## src/rtl/ex_iter_div.sv

```systemverilog
// Iterative radix-2 restoring divider for the EX stage: signed/unsigned, tagged,
// valid/ready on both sides, flushable, with early-out and a defined divide-by-zero result.
module ex_iter_div #(
  parameter int DATA_WIDTH = 32,
  parameter int TAG_WIDTH  = 4,
  parameter bit EARLY_OUT  = 1'b1
) (
  input  logic                  clk,
  input  logic                  rst,
  input  logic                  flush,
  input  logic                  in_valid,
  output logic                  in_ready,
  input  logic                  in_signed,
  input  logic [DATA_WIDTH-1:0] in_dividend,
  input  logic [DATA_WIDTH-1:0] in_divisor,
  input  logic [TAG_WIDTH-1:0]  in_tag,
  output logic                  out_valid,
  input  logic                  out_ready,
  output logic [DATA_WIDTH-1:0] out_quotient,
  output logic [DATA_WIDTH-1:0] out_remainder,
  output logic [TAG_WIDTH-1:0]  out_tag,
  output logic                  out_div_by_zero,
  output logic                  busy,
  output logic [1:0]            dbg_state
);

  localparam int W  = DATA_WIDTH;
  localparam int CW = $clog2(DATA_WIDTH) + 1;

  // Handshake: a transfer happens on a rising edge where valid and ready are both
  // high; valid never waits on ready, and the payload holds while valid is high.
  typedef enum logic [1:0] {IDLE = 2'd0, CALC = 2'd1, FIX = 2'd2, DONE = 2'd3} state_t;

  state_t         state, state_nxt;
  logic           op_signed, sd, sv;
  logic [W-1:0]   mag_b, rem, q_sr;
  logic [CW-1:0]  cnt;

  logic           accept, div_zero, early, neg_a, neg_b, last;
  logic [W-1:0]   mag_a_in, mag_b_in;
  logic [W:0]     rem_sh, trial;

  always_comb begin
    neg_a    = in_signed & in_dividend[W-1];
    neg_b    = in_signed & in_divisor[W-1];
    mag_a_in = neg_a ? -in_dividend : in_dividend;
    mag_b_in = neg_b ? -in_divisor  : in_divisor;
    accept   = in_valid & (state == IDLE) & ~flush;
    div_zero = (in_divisor == '0);
    early    = EARLY_OUT && (mag_a_in < mag_b_in);
    // rem < |b| keeps a negative trial within W+1 bits; its MSB is the borrow.
    rem_sh   = {rem, q_sr[W-1]};
    trial    = rem_sh - {1'b0, mag_b};
    last     = (cnt == CW'(W - 1));
  end

  always_comb begin
    state_nxt = state;
    case (state)
      IDLE: if (accept) state_nxt = (div_zero || early) ? DONE : CALC;
      CALC: if (last) state_nxt = FIX;
      FIX:  state_nxt = DONE;
      DONE: if (out_ready) state_nxt = IDLE;
      default: state_nxt = IDLE;
    endcase
    if (flush) state_nxt = IDLE;
  end

  always_ff @(posedge clk or negedge rst) begin
    if (!rst) state <= IDLE;
    else      state <= state_nxt;
  end

  always_ff @(posedge clk or negedge rst) begin
    if (!rst) begin
      op_signed       <= 1'b0;
      sd              <= 1'b0;
      sv              <= 1'b0;
      mag_b           <= '0;
      rem             <= '0;
      q_sr            <= '0;
      cnt             <= '0;
      out_quotient    <= '0;
      out_remainder   <= '0;
      out_tag         <= '0;
      out_div_by_zero <= 1'b0;
    end else begin
      if (accept) begin
        op_signed       <= in_signed;
        sd              <= neg_a;
        sv              <= neg_b;
        mag_b           <= mag_b_in;
        rem             <= '0;
        q_sr            <= mag_a_in;
        cnt             <= '0;
        out_tag         <= in_tag;
        out_div_by_zero <= div_zero;
        // Shortcut results go straight to the output registers; the remainder is
        // the untouched dividend in both cases.
        if (div_zero) begin
          out_quotient  <= '1;
          out_remainder <= in_dividend;
        end else if (early) begin
          out_quotient  <= '0;
          out_remainder <= in_dividend;
        end
      end else if (state == CALC) begin
        rem  <= trial[W] ? rem_sh[W-1:0] : trial[W-1:0];
        q_sr <= {q_sr[W-2:0], ~trial[W]};
        cnt  <= cnt + CW'(1);
      end else if (state == FIX) begin
        out_quotient  <= (op_signed & (sd ^ sv)) ? -q_sr : q_sr;
        out_remainder <= (op_signed & sd) ? -rem : rem;
      end
    end
  end

  assign in_ready  = (state == IDLE);
  assign out_valid = (state == DONE);
  assign busy      = (state != IDLE);
  assign dbg_state = state;

endmodule

```

## config.mk

```make
export PLATFORM = sky130hd
export DESIGN_NAME = ex_iter_div
export DESIGN_NICKNAME = d
export VERILOG_FILES = /design/src/rtl/ex_iter_div.sv
export SDC_FILE = /design/constraint.sdc
export NUM_CORES = 1
export LEC_CHECK = 0
export BUFFER_PORTS_ARGS = -buffer_cell sky130_fd_sc_hd__buf_2
export CAP_MARGIN = 20
export CORE_AREA = 2 2 168 236
export DETAILED_ROUTE_END_ITERATION = 8
export DIE_AREA = 0 0 170 238
export GPL_ROUTABILITY_DRIVEN = 1
export HOLD_SLACK_MARGIN = 0.1
export PLACE_DENSITY = 0.62
export REMOVE_ABC_BUFFERS = 1
export SLEW_MARGIN = 25
export SYNTH_ARGS = -nofsm -noshare
export SYNTH_HDL_FRONTEND = slang
export SYNTH_SLANG_ARGS = --single-unit
export TNS_END_PERCENT = 1
```

## constraint.sdc

```tcl
create_clock -name clk -period 3.4 [get_ports clk]
set_clock_uncertainty 0.2 [all_clocks]
set_input_delay 0.34 -clock clk [delete_from_list [all_inputs] [get_ports clk]]
set_output_delay 0.34 -clock clk [all_outputs]
set_load 0.05 [all_outputs]
```

# Word-level counts from Yosys, hierarchy flattened
# Index checks and enable logic that the tools add are counted.
[op_classes]
n_addsub = 6
order_cmp = 1
mux = 27
n_reduce_logical = 8
eq_ne = 9
n_bitwise = 9
[ops]
columns = ["op", "count"]
rows = [
  ["$mux W32", 19],
  ["$neg A32 Y32", 4],
  ["$sub A33 B32 Y33", 1],
  ["$logic_not A32 Y1", 1],
  ["$lt A32 B32 Y1", 1],
  ["$mux W6", 2],
  ["$mux W2", 5],
  ["$pmux W2 S4", 1],
  ["$add A6 B1 Y6 const B", 1],
  ["$and A1 B1 Y1", 6],
  ["$eq A6 B5 Y1 const B", 1],
  ["$ne A3 B2 Y1 const B", 2],
  ["$reduce_and A3 Y1", 2],
  ["$reduce_bool A2 Y1", 3],
  ["$eq A2 B2 Y1 const B", 2],
  ["$ne A3 B1 Y1 const B", 1],
  ["$ne A3 B3 Y1 const B", 1],
  ["$eq A2 B1 Y1 const B", 1],
  ["$logic_not A2 Y1", 1],
  ["$ne A2 B2 Y1 const B", 1],
  ["$not A1 Y1", 2],
  ["$logic_or A1 B1 Y1", 1],
  ["$xor A1 B1 Y1", 1],
]
[totals]
out_inout_bits = 74
word_cells = 72
inputBits = 74
reg_bits = 176

# Longest topological paths before layout
[logic_depth]
word_depth = 8
depth_mapped = 18
ltp_nobuf = 17

# Worst setup path before layout
# Ideal clock, no wire load.
[synth_timing]
path_type = "in2reg"
start = "in in_dividend[6]"
end = "reg out_quotient[10]"
required_ns = 3.075
arrival_ns = 4.287
path_slack_ns = -1.212
setup_time_ns = 0.125
stages = 16
n_path_buf = 1
path_cell_list = "nor4_1 -> or3b_2 -> nor3_1 -> nand2_1 -> o21ai_0 -> xnor2_1 -> ha_1 -> a21o_1 -> a21o_1 -> a21oi_1 -> o211ai_1 -> o21ai_0 -> a21oi_1 -> a211oi_4 -> buf_6 -> mux2_2"
[synth_between]
elab_chain_len = 5
[synth_lines]
columns = ["item", "line", "text"]
rows = [
  ["start: declaration", "14", "input logic [DATA_WIDTH-1:0] in_dividend,"],
  ["$neg A32 Y32", "46", "mag_a_in = neg_a ? -in_dividend : in_dividend;"],
  ["$mux W32 *", "46", ""],
  ["$lt A32 B32 Y1 *", "50", "early = EARLY_OUT && (mag_a_in < mag_b_in);"],
  ["$ne A3 B1 Y1 (no source line) *", "-", ""],
  ["$reduce_and A3 Y1 (no source line) *", "-", ""],
  ["end signal: assignment", "112", "out_quotient <= (op_signed & (sd ^ sv)) ? -q_sr : q_sr;"],
  ["end: declaration", "19", "output logic [DATA_WIDTH-1:0] out_quotient,"],
]
# Every way passes the cells marked *; elsewhere a longest branch is shown, timed or not.
# A chain may end at the register's enable or synchronous reset.

# Final worst setup path
[layout_timing]
start = "in in_dividend[12]"
end = "reg out_remainder[19]"
[layout_between]
elab_chain_len = 5
[layout_lines]
columns = ["item", "line", "text"]
rows = [
  ["$neg A32 Y32", "46", ""],
  ["$mux W32 *", "46", ""],
  ["$lt A32 B32 Y1 *", "50", ""],
  ["$ne A3 B1 Y1 (no source line) *", "-", ""],
  ["$reduce_and A3 Y1 (no source line) *", "-", ""],
  ["end signal: assignment", "102", "out_remainder <= in_dividend;"],
  ["end signal: assignment", "105", "out_remainder <= in_dividend;"],
  ["end signal: assignment", "113", "out_remainder <= (op_signed & sd) ? -rem : rem;"],
  ["end: declaration", "20", "output logic [DATA_WIDTH-1:0] out_remainder,"],
]
# Marked as above.

==> out/summary.md <==
### Placed design
- Detailed Place HPWL: 33.1 mm
- weighted congestion reported at the end of routability-driven placement: 0.943
- port buffer count: 147
- worst slack, placed: -1.78 ns

### Setup path
- required time reported for the critical path endpoint: 3.55 ns
- Critical Path Sink Type: register
- worst-path maximum fanout: 5
- start-to-end type of the worst setup path: in2reg
- CP arrival: 4.42 ns
- sort of element at the start of the critical path: input port

### Floorplanning
- number of top-level pins: 148
- Initial Util: 0.336
- DIE WIDTH: 170 um
- cell row count: 85
- die area: 0.0405 mm2
- area inside the core boundary: 0.0383 mm2
- Die Span Y: 238 um

### Routing
- total length of routed met2 wires: 22.4 mm
- number of vias per cell: 5.30
- starting DRC count in detailed routing: 722
- final antenna-violating net count: 0
- Detailed Routing Iterations Pass 1: 5
- DRC errors left: 0
- routed wire length per instance: 19.0 um
- detailed-routing wirelength on met1: 17.7 mm
- total met3 wirelength after detailed routing: 1.83 mm
- aggregate routed wire length: 44.7 mm
- highest layer used for signal routing: met5
- vias: 12.4k

### Yosys
- Post-Syn Area per Cell: 8.70 um2
- Synth warnings: 0
- Synth Register Bits: 176
- top cells by instance count after synthesis: 176 x dfrtp_1, 168 x o21ai_0, 160 x nand2_1
- Post-synth EDFFs: 0
- post-synthesis cell type with the largest combined area: dfrtp_1
- Cells after Synth: 1479
- count of different cell masters after synthesis: 62
- most used flip-flop cell after synthesis: dfrtp_1
- leading cell types by total area after synthesis: dfrtp_1 34%, ha_1 7.0%, o21ai_0 6.5%
- sequential element share of the synthesized area: 0.342
- post-synth top area share: 0.342
- share of synthesized registers carrying an async set or reset: 1.00
- combined area of all synthesized cells: 0.0129 mm2
- dominant cell by count in the synthesized netlist: dfrtp_1

### Power
- maximum vdd drop: 0.435 mV
- Lkg Pwr: 0.00793 uW
- power per unit of standard cell area: 1090 mW/mm2
- switching share of power: 0.476
- clock power share: 0.119
- Combinational Power Share: 0.670
- internal power of the cells: 9920 uW
- net load switching power: 9030 uW
- share of power burned in registers: 0.211

### GRT
- pin count of the biggest net entering global routing: 119
- vias in the first global route: 12.7k
- global-route wire length before repair: 68.3 mm
- total congestion overflow: 0
- number of antenna violations at the first check in global routing: 7
- total global routing track utilization: 0.218

### Cells and area
- signed area change from the synthesized netlist to the final layout: 35.7%
- nets: 1997
- proportion of layout cells with a drive suffix above 1: 0.303
- post-layout util: 0.456

### STA
- Tightest Pin Transition: 0.917 ns
- Setup Viol. Count Final: 65
- post-route worst setup slack: -0.872 ns
- Pins Over Slew Limit: 0
- Hold Vio Cnt, Final: 0
- period utilisation layout: 1.26
- unrepaired setup endpoints after global routing: yes
- Slew headroom: 0.387
- upper clock frequency limit: 0.234 GHz
- post-route minimum period: 4.27 ns

### Outcome
- result of the run: finished, violations left
- violations in the final reports: negative setup slack

### CTS
- TritonCTS clock tree: built
- CTS sink cnt: 176
- maximum count of clock buffers along a single path: 2
- CTS clock-pin slew for the worst setup and hold paths: 0.07 ns
- Clk Tree Root Cell: clkbuf_16
- number of H-tree branching levels: 4
- clock network latency to the later pin of the worst-skew pair: 0.46 ns
- clock buffers created by TritonCTS: 17

### Run
- reported max-cap violation count: 0

### Hold path
- Hold Path Class: in2reg

flip-flops by register name (all words and copies together), names as in the netlist:
name             flops
sd                   1
out_quotient        32
cnt                  6
op_signed            1
mag_b               32
out_div_by_zero      1
out_tag              4
sv                   1
q_sr                32
out_remainder       32
rem                 32
dbg_state            2
logic make-up (layout without fill, tap and decap cells):
logic type / Yosys count / count (layout) / synth area share
xor+xnor: 151 / 151 / 0.103
buf+inv: 144 / 527 / 0.0458
compound gates: 436 / 436 / 0.197
simple gates: 373 / 373 / 0.136
fa+ha+maj: 73 / 73 / 0.0716
flops: 176 / 176 / 0.342
other cells: 0 / 5 / 0
mux: 126 / 126 / 0.104
power groups by stage:
| stage | Sequential, uW | Clock, uW | Combinational [uW] |
|---|---|---|---|
| after floorplan | 5300 | 0 | 6600 |
| after global placement | 3950 | 0 | 11700 |
| after detailed placement | 4000 | 0 | 11800 |
| after CTS | 3980 | 2280 | 12400 |
| after global routing | 4140 | 2360 | 13800 |
| final | 3990 | 2260 | 12700 |
worst paths after layout:
kind | startpoint | endpoint | slack, ns | cells past startpoint
max | in_dividend[12] | out_remainder[19] | -0.87 | 20
min in group asynchronous | rst | cnt[4] | 0.30 | 2
max reg2reg | q_sr[16] | out_quotient[31] | -0.09 | 8
min | in_dividend[30] | out_remainder[30] | 0.12 | 4
max in group asynchronous | rst | out_quotient[29] | 1.74 | 3
min reg2reg | mag_b[26] | mag_b[26] | 0.28 | 2
cell usage in the layout, fill, tap and decap left out, types with 19 or more instances in the layout:
master,instances
buf_4,255
dfrtp_1,176
o21ai_0,159
nand2_1,158
buf_2,144
a21oi_1,138
nor2_1,76
xnor2_1,75
xor2_1,71
ha_1,70
inv_1,64
mux2i_1,60
mux2_4,37
mux2_2,21
o21a_1,20
nor3_1,19
clkbuf_16,19
routing by layer:
metal  up-vias  GRT usage
li1       6031          -
met1      5936      0.246
met2       317      0.386
met3       128     0.0358
met4         6      0.126
met5         -          0
stage by stage:
stage               instance area (um2)  setup TNS, ns  hold WS, ns  total power, uW  std cells
finish                            17500         -53.97        0.117            19000       2345
global route                      17400         -63.29        0.131            20300       2343
CTS                               17200         -55.27        0.104            18700       2330
detailed placement                15900        -115.90        0.245            15800       2272
global placement                  15900        -108.28        0.236            15600       2272
floorplan                         12500        -344.18       -0.156            11900       1400
layout make-up:
| cell class | instances | area [um2] |
|---|---|---|
| Fill cell | 3670 | 20800 |
| Multi-Input combinational cell | 1159 | 8350 |
| Sequential cell | 176 | 4400 |
| Timing Repair Buffer | 431 | 3190 |
| Tap cell | 478 | 598 |
| Clock buffer | 17 | 425 |
| Inverter | 65 | 244 |
| Clock inverter | 14 | 228 |
| Antenna cell | 5 | 12.5 |
timing repair:
| action | in CTS | in global routing |
|---|---|---|
| hold buffers | 8 | 0 |
| pin swaps | 25 | 23 |
| resized for setup | 76 | 38 |
| setup buffers | 16 | 8 |
| endpoints found under the setup margin | 95 | 95 |
| cloned | 4 | 3 |
| endpoints found under the hold margin | 84 | 0 |
worst max-delay path, cell delays in order:
cell,delay [ns]
buf_6,0.09
or4_4,0.56
nor4_4,0.16
buf_4,0.15
nor4b_4,0.19
buf_4,0.20
nand2_8,0.08
o21ai_4,0.15
xnor2_2,0.15
ha_1,0.27
a21o_1,0.17
a21o_1,0.18
a21oi_2,0.23
o211ai_1,0.13
o21ai_1,0.18
a21oi_2,0.11
a211oi_4,0.28
buf_4,0.25
clkbuf_16,0.20
mux2_2,0.33
No activity file was read; power rests on OpenSTA's default activity.
